<file path="config.mk">
export PLATFORM = sky130hd
export DESIGN_NAME = ctrl_seq_flat
export DESIGN_NICKNAME = d
export VERILOG_FILES = /design/src/rtl/ctrl_seq_if.sv /design/src/rtl/ctrl_seq.sv /design/src/flat_wrapper.sv
export SDC_FILE = /design/constraint.sdc
export NUM_CORES = 1
export LEC_CHECK = 0
export BUFFER_PORTS_ARGS = -buffer_cell sky130_fd_sc_hd__buf_2
export CAP_MARGIN = 20
export CORE_MARGIN = 4
export CORE_UTILIZATION = 40
export CTS_CLUSTER_SIZE = 30
export DETAILED_ROUTE_END_ITERATION = 8
export GPL_TIMING_DRIVEN = 1
export PLACE_DENSITY_LB_ADDON = 0.2
export SLEW_MARGIN = 20
export SYNTH_ARGS = -nofsm -noshare
export SYNTH_HDL_FRONTEND = slang
export SYNTH_SLANG_ARGS = --single-unit
</file>
<file path="constraint.sdc">
create_clock -name Clk -period 1.25 [get_ports Clk]
set_input_delay 0.0625 -clock Clk [delete_from_list [all_inputs] [get_ports Clk]]
set_output_delay 0.0625 -clock Clk [all_outputs]
set_load 0.1 [all_outputs]
</file>
<file path="src/rtl/ctrl_seq_if.sv">
// ctrl_seq_if -- control bus between the instruction sequencer and the datapath.
//
// Signals:
//   mach_code  [8:0]  instruction word from fetch, held while pc_en=0
//   Aluop/Ra/Rb/Wd    ALU opcode, operand A/B and destination register selects
//   Jptr [7:0]        jump target (zero-extended mach_code[5:0])
//   LdcVal [4:0]      load-constant immediate (mach_code[5:1])
//   WenR/WenD/RenD    register write, data-memory write, data-memory read
//   MemToReg/Jen/Ldcen  writeback mux select, jump enable, load-constant enable
//   Done              program halted
//   stall             current instruction has not retired this cycle
//   pc_en             instruction retires at the coming edge; fetch advances
//   retire_cnt [15:0] retired-instruction counter (only with CTRL_PERF_CNT_EN)
//
// Modports: master = sequencer side (drives control), slave = fetch/datapath side.
interface ctrl_seq_if;
  logic [8:0] mach_code;
  logic [2:0] Aluop;
  logic [2:0] Ra;
  logic [2:0] Rb;
  logic [2:0] Wd;
  logic [7:0] Jptr;
  logic [4:0] LdcVal;
  logic       WenR;
  logic       WenD;
  logic       RenD;
  logic       MemToReg;
  logic       Jen;
  logic       Ldcen;
  logic       Done;
  logic       stall;
  logic       pc_en;
`ifdef CTRL_PERF_CNT_EN
  logic [15:0] retire_cnt;

  modport master (
    input  mach_code,
    output Aluop, Ra, Rb, Wd, Jptr, LdcVal,
    output WenR, WenD, RenD, MemToReg, Jen, Ldcen,
    output Done, stall, pc_en, retire_cnt
  );

  modport slave (
    output mach_code,
    input  Aluop, Ra, Rb, Wd, Jptr, LdcVal,
    input  WenR, WenD, RenD, MemToReg, Jen, Ldcen,
    input  Done, stall, pc_en, retire_cnt
  );
`else
  modport master (
    input  mach_code,
    output Aluop, Ra, Rb, Wd, Jptr, LdcVal,
    output WenR, WenD, RenD, MemToReg, Jen, Ldcen,
    output Done, stall, pc_en
  );

  modport slave (
    output mach_code,
    input  Aluop, Ra, Rb, Wd, Jptr, LdcVal,
    input  WenR, WenD, RenD, MemToReg, Jen, Ldcen,
    input  Done, stall, pc_en
  );
`endif
endinterface

</file>
<file path="src/rtl/ctrl_seq.sv">
// ctrl_seq -- instruction decoder and multi-cycle sequencer for a small
// 9-bit-instruction datapath.
//
// Decodes the current mach_code into datapath control every cycle and runs a
// RUN / MEM_WAIT / HALT FSM that stretches loads and stores to MEM_LAT+1
// cycles, halts on 011111111, and tells fetch when to advance (pc_en).
//
// Parameters:
//   MEM_LAT      extra wait cycles per load/store (0..7)
//   FLAG_REG     destination register of compare instructions
//   LD_ADDR_REG  register holding the load address (also load-constant dest)
//   ST_ADDR_REG  register holding the store address
//
// Ports:
//   Clk    clock, all state on the rising edge
//   Reset  synchronous, active-high reset
//   bus    ctrl_seq_if.master -- mach_code in, all control outputs out
//
// Optional feature: define CTRL_PERF_CNT_EN to build the saturating 16-bit
// retire_cnt counter; without it the counter and port do not exist.
module ctrl_seq #(
  parameter int unsigned MEM_LAT     = 2,
  parameter logic [2:0]  FLAG_REG    = 3'b101,
  parameter logic [2:0]  LD_ADDR_REG = 3'b110,
  parameter logic [2:0]  ST_ADDR_REG = 3'b111
) (
  input  logic        Clk,
  input  logic        Reset,
  ctrl_seq_if.master  bus
);

  localparam logic [2:0] LAT = 3'(MEM_LAT);

  typedef enum logic [1:0] {
    RUN      = 2'd0,
    MEM_WAIT = 2'd1,
    HALT     = 2'd2
  } state_t;

  state_t     state, state_n;
  logic [2:0] wcnt, wcnt_n;

  logic [8:0] mc;
  assign mc = bus.mach_code;

  // ---------------------------------------------------------------------------
  // Instruction classes. Halt is checked before the others so that the
  // remaining classes can be tested independently.
  // ---------------------------------------------------------------------------
  logic is_halt, is_cmp, is_br, is_ld, is_ldc, is_st, is_mov, is_mem;

  always_comb begin
    is_halt = (mc == 9'b011111111);
    is_cmp  = !is_halt && (mc[8:5] == 4'b0110);
    is_br   = (mc[8:6] == 3'b100);
    is_ld   = (mc[8:6] == 3'b110) && !mc[0];
    is_ldc  = (mc[8:6] == 3'b110) &&  mc[0];
    is_st   = (mc[8:6] == 3'b101);
    is_mov  = (mc[8:6] == 3'b111);
    is_mem  = is_ld || is_st;
  end

  // ---------------------------------------------------------------------------
  // Pure decode: what each instruction asks of the datapath, before the FSM
  // decides whether this cycle actually commits the write.
  // ---------------------------------------------------------------------------
  logic [2:0] d_aluop, d_ra, d_rb, d_wd;
  logic       d_wenr, d_wend, d_rend, d_m2r, d_jen, d_ldcen;

  always_comb begin
    d_aluop = mc[7:5];
    d_ra    = {1'b0, mc[4:3]};
    d_rb    = mc[2:0];
    d_wd    = mc[2:0];
    d_wenr  = 1'b1;
    d_wend  = 1'b0;
    d_rend  = 1'b0;
    d_m2r   = 1'b1;
    d_jen   = 1'b0;
    d_ldcen = 1'b0;

    if (is_halt) begin
      d_wenr = 1'b0;
    end else if (is_cmp) begin
      d_wd = FLAG_REG;
    end else if (is_br) begin
      d_wenr = 1'b0;
      d_jen  = 1'b1;
    end else if (is_ldc) begin
      d_ldcen = 1'b1;
      d_wd    = LD_ADDR_REG;
    end else if (is_ld) begin
      d_rend = 1'b1;
      d_m2r  = 1'b0;
      d_ra   = LD_ADDR_REG;
      d_wd   = mc[5:3];
    end else if (is_st) begin
      d_wenr = 1'b0;
      d_wend = 1'b1;
      d_ra   = ST_ADDR_REG;
      d_rb   = mc[5:3];
    end else if (is_mov) begin
      d_aluop = 3'b111;
      d_ra    = mc[5:3];
    end
  end

  // ---------------------------------------------------------------------------
  // FSM: state register
  // ---------------------------------------------------------------------------
  always_ff @(posedge Clk) begin
    if (Reset) begin
      state <= RUN;
      wcnt  <= 3'd0;
    end else begin
      state <= state_n;
      wcnt  <= wcnt_n;
    end
  end

  // ---------------------------------------------------------------------------
  // FSM: next state. wcnt counts the remaining wait cycles; the cycle that
  // sees wcnt==1 is the one that commits the memory access.
  // ---------------------------------------------------------------------------
  always_comb begin
    state_n = state;
    wcnt_n  = wcnt;
    case (state)
      RUN: begin
        if (is_halt) begin
          state_n = HALT;
        end else if (is_mem && (LAT != 3'd0)) begin
          state_n = MEM_WAIT;
          wcnt_n  = LAT;
        end
      end
      MEM_WAIT: begin
        wcnt_n = wcnt - 3'd1;
        if (wcnt == 3'd1) state_n = RUN;
      end
      HALT:    state_n = HALT;
      default: state_n = RUN;
    endcase
  end

  // ---------------------------------------------------------------------------
  // FSM: outputs. While Reset is high the outputs show the RUN-state decode
  // with every commit suppressed, so an access interrupted by reset never
  // issues its write.
  // ---------------------------------------------------------------------------
  state_t st_eff;
  logic   o_wenr, o_wend, o_rend, o_jen, o_ldcen, o_done, o_stall, o_pc_en;

  assign st_eff = Reset ? RUN : state;

  always_comb begin
    o_wenr  = d_wenr;
    o_wend  = d_wend;
    o_rend  = d_rend;
    o_jen   = d_jen;
    o_ldcen = d_ldcen;
    o_done  = 1'b0;
    o_stall = 1'b0;
    o_pc_en = 1'b0;

    case (st_eff)
      RUN: begin
        if (is_halt) begin
          o_done = 1'b1;
          o_wenr = 1'b0;
        end else if (is_mem && (LAT != 3'd0)) begin
          // first cycle of a stretched access: address out, no commit yet
          o_stall = 1'b1;
          o_wenr  = 1'b0;
          o_wend  = 1'b0;
        end else begin
          o_pc_en = 1'b1;
        end
      end
      MEM_WAIT: begin
        if (wcnt == 3'd1) begin
          o_pc_en = 1'b1;
        end else begin
          o_stall = 1'b1;
          o_wenr  = 1'b0;
          o_wend  = 1'b0;
        end
      end
      HALT: begin
        o_done  = 1'b1;
        o_wenr  = 1'b0;
        o_wend  = 1'b0;
        o_rend  = 1'b0;
        o_jen   = 1'b0;
        o_ldcen = 1'b0;
      end
      default: begin
        o_wenr = 1'b0;
        o_wend = 1'b0;
      end
    endcase

    if (Reset) begin
      o_pc_en = 1'b0;
      o_wenr  = 1'b0;
      o_wend  = 1'b0;
      o_done  = 1'b0;
    end
  end

  assign bus.Aluop    = d_aluop;
  assign bus.Ra       = d_ra;
  assign bus.Rb       = d_rb;
  assign bus.Wd       = d_wd;
  assign bus.Jptr     = {2'b00, mc[5:0]};
  assign bus.LdcVal   = mc[5:1];
  assign bus.MemToReg = d_m2r;
  assign bus.WenR     = o_wenr;
  assign bus.WenD     = o_wend;
  assign bus.RenD     = o_rend;
  assign bus.Jen      = o_jen;
  assign bus.Ldcen    = o_ldcen;
  assign bus.Done     = o_done;
  assign bus.stall    = o_stall;
  assign bus.pc_en    = o_pc_en;

`ifdef CTRL_PERF_CNT_EN
  // Saturating retire counter: counts edges at which an instruction retires.
  logic [15:0] rcnt;

  always_ff @(posedge Clk) begin
    if (Reset)                          rcnt <= 16'd0;
    else if (o_pc_en && rcnt != 16'hFFFF) rcnt <= rcnt + 16'd1;
  end

  assign bus.retire_cnt = rcnt;
`endif

  // A retiring instruction writes at most one destination, and a cycle that
  // retires is never also a stall cycle.
  a_one_write: assert property (@(posedge Clk) !(o_wenr && o_wend));
  a_pc_stall:  assert property (@(posedge Clk) !(o_pc_en && o_stall));
  a_done_pc:   assert property (@(posedge Clk) !(o_done && o_pc_en));

endmodule
</file>
<file path="src/flat_wrapper.sv">
// flat-port wrapper written by rule: the top's interface ports become plain ports
module ctrl_seq_flat 
#(
  parameter int unsigned MEM_LAT     = 2,
  parameter logic [2:0]  FLAG_REG    = 3'b101,
  parameter logic [2:0]  LD_ADDR_REG = 3'b110,
  parameter logic [2:0]  ST_ADDR_REG = 3'b111
)
  (Clk, Reset, bus_mach_code, bus_Aluop, bus_Ra, bus_Rb, bus_Wd, bus_Jptr, bus_LdcVal, bus_WenR, bus_WenD, bus_RenD, bus_MemToReg, bus_Jen, bus_Ldcen, bus_Done, bus_stall, bus_pc_en);
  ctrl_seq_if bus_i ();
  input  logic Clk;
  input  logic Reset;
  input wire logic [$bits(bus_i.mach_code)-1:0] bus_mach_code;
  output wire logic [$bits(bus_i.Aluop)-1:0] bus_Aluop;
  output wire logic [$bits(bus_i.Ra)-1:0] bus_Ra;
  output wire logic [$bits(bus_i.Rb)-1:0] bus_Rb;
  output wire logic [$bits(bus_i.Wd)-1:0] bus_Wd;
  output wire logic [$bits(bus_i.Jptr)-1:0] bus_Jptr;
  output wire logic [$bits(bus_i.LdcVal)-1:0] bus_LdcVal;
  output wire logic [$bits(bus_i.WenR)-1:0] bus_WenR;
  output wire logic [$bits(bus_i.WenD)-1:0] bus_WenD;
  output wire logic [$bits(bus_i.RenD)-1:0] bus_RenD;
  output wire logic [$bits(bus_i.MemToReg)-1:0] bus_MemToReg;
  output wire logic [$bits(bus_i.Jen)-1:0] bus_Jen;
  output wire logic [$bits(bus_i.Ldcen)-1:0] bus_Ldcen;
  output wire logic [$bits(bus_i.Done)-1:0] bus_Done;
  output wire logic [$bits(bus_i.stall)-1:0] bus_stall;
  output wire logic [$bits(bus_i.pc_en)-1:0] bus_pc_en;
  assign bus_i.mach_code = bus_mach_code;
  assign bus_Aluop = bus_i.Aluop;
  assign bus_Ra = bus_i.Ra;
  assign bus_Rb = bus_i.Rb;
  assign bus_Wd = bus_i.Wd;
  assign bus_Jptr = bus_i.Jptr;
  assign bus_LdcVal = bus_i.LdcVal;
  assign bus_WenR = bus_i.WenR;
  assign bus_WenD = bus_i.WenD;
  assign bus_RenD = bus_i.RenD;
  assign bus_MemToReg = bus_i.MemToReg;
  assign bus_Jen = bus_i.Jen;
  assign bus_Ldcen = bus_i.Ldcen;
  assign bus_Done = bus_i.Done;
  assign bus_stall = bus_i.stall;
  assign bus_pc_en = bus_i.pc_en;
  ctrl_seq #(.MEM_LAT(MEM_LAT), .FLAG_REG(FLAG_REG), .LD_ADDR_REG(LD_ADDR_REG), .ST_ADDR_REG(ST_ADDR_REG)) u_core (.Clk(Clk), .Reset(Reset), .bus(bus_i));
endmodule
</file>
==> flow_summary.ini, run 1 <==
[placed_design]
hpwl_um = 2582
place.gp.congestion = 0.7981
dpl.cell_count = 179
portBuffers = 42

[clocking]
numCtsBuffers = 3
cts-root-buf = clkbuf_4
htreeDepth = 1
clockBufferDepth = 2
cts_setup_buffers = 9
cts.sinks = 5
cts_resized = 17
cts_hold_buf = 0

[synth]
synth_top_area_frac = 0.1426
yosysSeqAreaShare = 0.1358
yosysMostFrequentCell = buf_4
yosys.area.top_type = buf_4
yosysUniqueCellTypes = 35
syn_area_per_cell_sq_um = 7.225
syn_inst = 102
ys_async_sr_fraction = 0
synth_edf_count = 0
synth_area_leaders = buf_4 14%, dfxtp_1 14%, nand2_1 6.6%, o21ai_0 4.8%, buf_6 4.6%
synth_flop_cell = dfxtp_1
synth_seq_cells = 5
synth_top_cells_by_count = 14 x buf_4, 13 x nand2_1, 8 x nor2_1, 7 x o21ai_0, 6 x inv_1
netlist_area_sq_um = 737.0
yosysWarnings = 0

[status]
status = aborted with a tool error
lastStage = 4_1_cts
stop_error = [ERROR DPL-0033] detailed placement checks failed during check placement.

[die]
dieHeight_um = 50.93
io_pins = 45
rows = 15
die_w_um = 50.93
start_util = 0.4222
## per-stage QoR
stage	area, sq um	setup WS (ps)	util
floorplan	1011	-344.0	-
detailed placement	1580	-184.5	0.9054
global placement	1580	-82.48	0.9054
## logic make-up after synthesis
kind of cell / share of synthesized area
fa+ha+maj: 0.03395
compound gates: 0.2530
xor+xnor: 0.01189
simple gates: 0.3056
buf+inv: 0.2547
flops: 0.1358
other cells: 0.005088
==> run 2, diff against run 1 <==
--- a/config.mk
+++ b/config.mk
@@ -7,12 +7,11 @@
 export LEC_CHECK = 0
 export BUFFER_PORTS_ARGS = -buffer_cell sky130_fd_sc_hd__buf_2
 export CAP_MARGIN = 20
-export CORE_MARGIN = 4
-export CORE_UTILIZATION = 40
-export CTS_CLUSTER_SIZE = 30
+export CORE_AREA = 4 4 65 67
 export DETAILED_ROUTE_END_ITERATION = 8
+export DIE_AREA = 0 0 69 71
 export GPL_TIMING_DRIVEN = 1
-export PLACE_DENSITY_LB_ADDON = 0.2
+export PLACE_DENSITY_LB_ADDON = 0.15
 export SLEW_MARGIN = 20
 export SYNTH_ARGS = -nofsm -noshare
 export SYNTH_HDL_FRONTEND = slang
==> flow_summary.ini, run 2 <==
[route]
avgViaCountPerCell = 4.343
drc = 0
firstDrtPassIters = 4
wl_um = 2718
num_vias = 925
drtAntennaViolNets = 0
drt-initial-drc-count = 16
wire_per_inst_um = 12.76

[critical_path]
rr_endpoint = u_core.state[0]$_SDFFE_PP0P_
cp.arrival_ps = 1430
rr_startpoint = u_core.wcnt[1]$_SDFFE_PP0P_
cp-end-kind = primary output
critical_path_buf_inv_count = 2
worst-setup-path-type = reg2out
cp_slowest_stage_delay_ps = 310
start_kind = flop
path_delay_family = simple AND/OR/NAND/NOR gates
required_ps = 1190
cp_cell_sequence = inv_2 > ha_4 > nor2b_4 > nand2_4 > o21ai_2 > and3_4 > buf_12
critPathSlowestCell = dfxtp_2
path_depth = 7
cp_max_fo = 3
r2r_cells = 5
reg2reg_slack_ps = 40

[power]
power_per_cell_area_mw_per_mm2 = 862.2
p_leak_uw = 0.0007751
ir_drop_mv = 0.4964

[timing]
rsz0062_at_grt = yes
max_freq_mhz = 667.8
slew_viol_final = 0
setup_slack_ps = -247.4
setup_violations = 8
finalHoldViolCount = 0
final.min_clock_period_ps = 1497
finalCritPeriodShare = 1.198
tns_ps = -1103
timing.clock.skew_ps = 1.116

[clocking]
numCtsBuffers = 3
cts-root-buf = clkbuf_8
clockBufferDepth = 2
cts.clk_slew.worst_paths_ps = 30
htreeDepth = 1
cts.sinks = 5
insertion_delay_ps = 220
cts_tree = done

[finish]
drive_above_1_share = 0.7939
largestRegisters = u_core.wcnt (3), u_core.state (2)
final_common_cell = buf_4
largest_reg_flops = 3
area_delta_synth_final_pct = 142.8
final_area_sq_mm = 0.001789
fin_nets = 179
final_cell_mix = 31 x buf_4, 23 x buf_2, 20 x buf_12
num-fill-cells = 348
top_register = u_core.wcnt
register_area_sq_um = 107.6
multi_input_area_sq_um = 733.2
n_antenna_cell = 0

[synth]
synth_flop_cell = dfxtp_1
synth_edf_count = 0
yosysMostFrequentCell = buf_4
syn_area_per_cell_sq_um = 7.225
yosys.area.top_type = buf_4
netlist_area_sq_um = 737.0
yosysSeqAreaShare = 0.1358
yosysWarnings = 0
synth_top_cells_by_count = 14 x buf_4, 13 x nand2_1, 8 x nor2_1, 7 x o21ai_0, 6 x inv_1
yosysUniqueCellTypes = 35
ys_async_sr_fraction = 0
syn_inst = 102
synth_top_area_frac = 0.1426
synth_seq_cells = 5
synth_area_leaders = buf_4 14%, dfxtp_1 14%, nand2_1 6.6%, o21ai_0 4.8%, buf_6 4.6%

[placed_design]
place.gp.congestion = 0.7898
portBuffers = 42
place_area_sq_mm = 0.001644
hpwl_um = 2280

[status]
status = finished with violations
violations = negative setup slack

[die]
die_w_um = 69
dieHeight_um = 71
rows = 22
io_pins = 45
start_util = 0.2028
coreArea_sq_mm = 0.003633
die_area_sq_mm = 0.004899

[hold_path]
hp-class = in2reg
hold_depth = 3
hp-start = Reset
hold_end = u_core.wcnt[0]$_SDFFE_PP0P_

[run]
drv_cap = 0

[global_routing]
grt_pass1_wl_um = 4754
grt_pass1_vias = 994
grt_antenna_before_repair = 0
grt_max_degree = 8
grt_overflow_total = 0
gr-usage-all-layers = 0.1158
## run 2: cell counts after synthesis
Identical to the previous run, type by type.
## run 2: metal layers
layer	part of all wire	vias up	GRT usage	wire [um]
met1	0.42	428	0.1418	1149
li1	-	457	-	-
met3	0.077	4	0.03125	210
met5	0	-	0	0
met2	0.49	36	0.1960	1330
met4	0.0099	0	0.03905	27
## run 2: repair_timing
item,4_1_cts,5_1_grt
buffers inserted,3,3
resized for setup,9,9
pin swaps,11,13
hold buffers,0,0
endpoints found under the setup margin,11,14
## run 2: tightest hold or removal path: stages
cell,delay (ps)
buf_2,230
buf_4,230
a211oi_2,40
## run 2: how the worst max path moves through the flow
| stage | end | start |
|---|---|---|
| 6_report | bus_WenR | u_core.wcnt[1]$_SDFFE_PP0P_ |
| 5_1_grt | bus_WenR | u_core.wcnt[1]$_SDFFE_PP0P_ |
| 4_1_cts | bus_WenR | u_core.wcnt[1]$_SDFFE_PP0P_ |
| 3_5_place_dp | bus_WenR | u_core.wcnt[1]$_SDFFE_PP0P_ |
| 3_3_place_gp | bus_pc_en | bus_mach_code[6] |
| 2_1_floorplan | bus_WenD | u_core.wcnt[1]$_SDFFE_PP0P_ |
## run 2: power by group
group	internal [uW]	total (uW)	switching, uW
combinational	354	1050	697
clock	219	301	81.5
sequential	174	191	17.5
## run 2: cell families (layout without fill, tap and decap cells)
logic type | Yosys count | in the layout | share of synthesized area
fa+ha+maj | 2 | 2 | 0.03395
other cells | 1 | 2 | 0.005088
simple gates | 41 | 41 | 0.3056
flops | 5 | 5 | 0.1358
buf+inv | 28 | 90 | 0.2547
compound gates | 24 | 24 | 0.2530
xor+xnor | 1 | 1 | 0.01189
## run 2: through the flow
step	setup slack, ps	hold slack (ps)	util	power (uW)	std cells
6_report	-247.4	388.2	0.4924	1543	213
4_1_cts	-287.2	383.1	0.4766	1546	211
3_5_place_dp	-67.60	479.5	0.4525	1218	205
5_1_grt	-314.3	424.2	0.4924	1611	213
3_3_place_gp	-70.97	449.7	0.4525	1212	205
2_1_floorplan	-344.0	336.5	-	939.0	103
## run 2: layout make-up
type	count	area share
Tap cell	48	0.03357
Multi-Input combinational cell	70	0.4098
Timing Repair Buffer	79	0.4496
Sequential cell	5	0.06014
Clock buffer	4	0.02517
Inverter	7	0.02168
(Power assumes the default switching activity.)
==> run 3, diff against run 2 <==
--- a/config.mk
+++ b/config.mk
@@ -5,6 +5,7 @@
 export SDC_FILE = /design/constraint.sdc
 export NUM_CORES = 1
 export LEC_CHECK = 0
+export ABC_AREA = 1
 export BUFFER_PORTS_ARGS = -buffer_cell sky130_fd_sc_hd__buf_2
 export CAP_MARGIN = 20
 export CORE_AREA = 4 4 65 67
==> flow_summary.ini, run 3 <==
[synth]
yosysWarnings = 0
synth_top_area_frac = 0.1606
syn_area_per_cell_sq_um = 5.769
yosys.area.top_type = dfxtp_1
netlist_area_sq_um = 623.1
synth_seq_cells = 5
yosysMostFrequentCell = nand2_1
synth_top_cells_by_count = 21 x nand2_1, 17 x inv_1, 13 x buf_4, 10 x nor2_1, 8 x nand3_1
yosysUniqueCellTypes = 22
ys_async_sr_fraction = 0
yosysSeqAreaShare = 0.1606
synth_flop_cell = dfxtp_1
syn_inst = 108
synth_edf_count = 0
synth_area_leaders = dfxtp_1 16%, buf_4 16%, nand2_1 13%, inv_1 10%, nand3_1 6.4%

[power]
p_leak_uw = 0.0007019
pwr-share-comb = 0.657
switching_share = 0.5294
power_per_cell_area_mw_per_mm2 = 960.2
power_frac_seq = 0.128
internal_power_uw = 671.1
switchingPower_uw = 755.0
ir_drop_mv = 0.5118
clkPwrFrac = 0.215

[route]
drt-initial-drc-count = 20
num_vias = 857
wire_per_inst_um = 10.82
drc = 0
wl_um = 2316
firstDrtPassIters = 4
drtAntennaViolNets = 0
avgViaCountPerCell = 4.005

[clocking]
cts_hold_buf = 0
cts.sinks = 5
insertion_delay_ps = 220
cts_tree = done
clockBufferDepth = 2
htreeDepth = 1
cts-root-buf = clkbuf_8
numCtsBuffers = 3
cts.clk_slew.worst_paths_ps = 40

[critical_path]
cp_cell_sequence = inv_2 > ha_4 > nand4_1 > buf_4 > a21oi_4 > buf_12
cp-end-kind = primary output
r2r_cells = 6
cp.arrival_ps = 1370
critPathSlowestCell = dfxtp_1
critical_path_buf_inv_count = 3
rr_startpoint = u_core.wcnt[1]$_SDFFE_PP0P_
cp_max_fo = 2
start_kind = flop
rr_endpoint = u_core.wcnt[2]$_SDFFE_PP0P_
path_delay_family = buffers and inverters
reg2reg_slack_ps = 70
worst-setup-path-type = reg2out
required_ps = 1190
cp_slowest_stage_delay_ps = 300

[finish]
final_common_cell = buf_4
fin_nets = 180
top_register = u_core.wcnt
utilization = 0.4087
area_delta_synth_final_pct = 138.4
num-fill-cells = 394
drive_above_1_share = 0.6627
final_area_sq_mm = 0.001485
largest_reg_flops = 3
largestRegisters = u_core.wcnt (3), u_core.state (2)
n_antenna_cell = 0
final_cell_mix = 25 x buf_4, 23 x buf_2, 18 x buf_12

[global_routing]
gr-usage-all-layers = 0.09841
grt_pass1_wl_um = 4084
grt_max_degree = 7
grt_overflow_total = 0
grt_pass1_vias = 880
grt_antenna_before_repair = 0

[die]
die_w_um = 69
rows = 22
coreArea_sq_mm = 0.003633
dieHeight_um = 71
io_pins = 45
die_area_sq_mm = 0.004899
start_util = 0.1715

[hold_path]
hp-start = Reset
hold_end = u_core.wcnt[2]$_SDFFE_PP0P_
hold_depth = 2
hp-class = in2reg

[placed_design]
place_area_sq_mm = 0.001344
portBuffers = 42
hpwl_um = 1920
place.gp.congestion = 0.7988

[status]
violations = negative setup slack
status = finished with violations

[timing]
timing.clock.skew_ps = 0.2967
setup_violations = 8
rsz0062_at_grt = yes
finalCritPeriodShare = 1.149
finalHoldViolCount = 0
max_freq_mhz = 696.0
final.min_clock_period_ps = 1437
setup_slack_ps = -186.8
slew_viol_final = 0

[run]
drv_cap = 0
-- run 3: cell types whose count changed in the layout (fill, tap and decap cells not counted), sizes merged, moves of 2 or more --
cell and delta:
buf -11, inv +11, nand2 +8, nand3 +8
nor2b -4, nor2 +3, nor3 -3, nand3b -2
nand4 +2, nor3b -2, or3 -2
-- run 3: cell families after synthesis --
family,Yosys count,synth area share
DFF,5,0.1606
adders and majority gates,2,0.04015
buffers and inverters,34,0.2952
other,1,0.006018
and+or+nand+nor,47,0.3253
AOI/OAI and AO/OA,19,0.1727
-- run 3: stage by stage --
step / power, uW / TNS (ps) / setup slack [ps] / std cells / hold slack (ps)
2_1_floorplan: 839.6 / -17490 / -1288 / 109 / 274.0
3_3_place_gp: 1098 / -1.984 / -1.984 / 204 / 300.9
3_5_place_dp: 1101 / -9.160 / -9.160 / 204 / 309.5
4_1_cts: 1425 / -1136 / -189.2 / 211 / 79.26
5_1_grt: 1490 / -1334 / -243.3 / 214 / 101.2
6_report: 1426 / -851.2 / -186.8 / 214 / 82.73
-- run 3: worst max path at each step --
stage / start / to / cells past startpoint
after floorplan: bus_mach_code[0] / bus_Wd[0] / 5
after global placement: bus_mach_code[0] / bus_Done / 6
after detailed placement: u_core.wcnt[1]$_SDFFE_PP0P_ / bus_pc_en / 6
after CTS: u_core.wcnt[1]$_SDFFE_PP0P_ / bus_WenR / 6
after global routing: u_core.wcnt[1]$_SDFFE_PP0P_ / bus_WenR / 6
final: u_core.wcnt[1]$_SDFFE_PP0P_ / bus_WenR / 6
-- run 3: layout make-up --
class	instances	area, sq um	share of cell area
sequential	5	106.4	0.07161
clock buffer	4	45.04	0.03033
timing repair buffer	69	693.2	0.4667
inverter	18	82.58	0.05560
tap	48	60.06	0.04044
multi-input combinational	70	498.0	0.3353
-- run 3: power by group through the flow --
stage / registers [uW] / clock network [uW] / logic [uW]
floorplan: 184 / 0 / 656
global placement: 182 / 0 / 916
detailed placement: 183 / 0 / 918
CTS: 181 / 311 / 934
global route: 183 / 324 / 983
finish: 183 / 306 / 937
-- run 3: what timing repair did --
item,CTS,global route
gates resized for setup,6,11
endpoints found under the setup margin,8,11
pin swaps,4,6
hold endpoints to repair,0,0
setup buffers,3,3
gates cloned,0,0
-- run 3: layer usage --
metal,vias up,global-route usage,routed length (um)
met5,-,0,0
met4,0,0.03254,22
met3,2,0.01705,92
met2,22,0.1536,1086
met1,387,0.1366,1115
li1,446,-,-
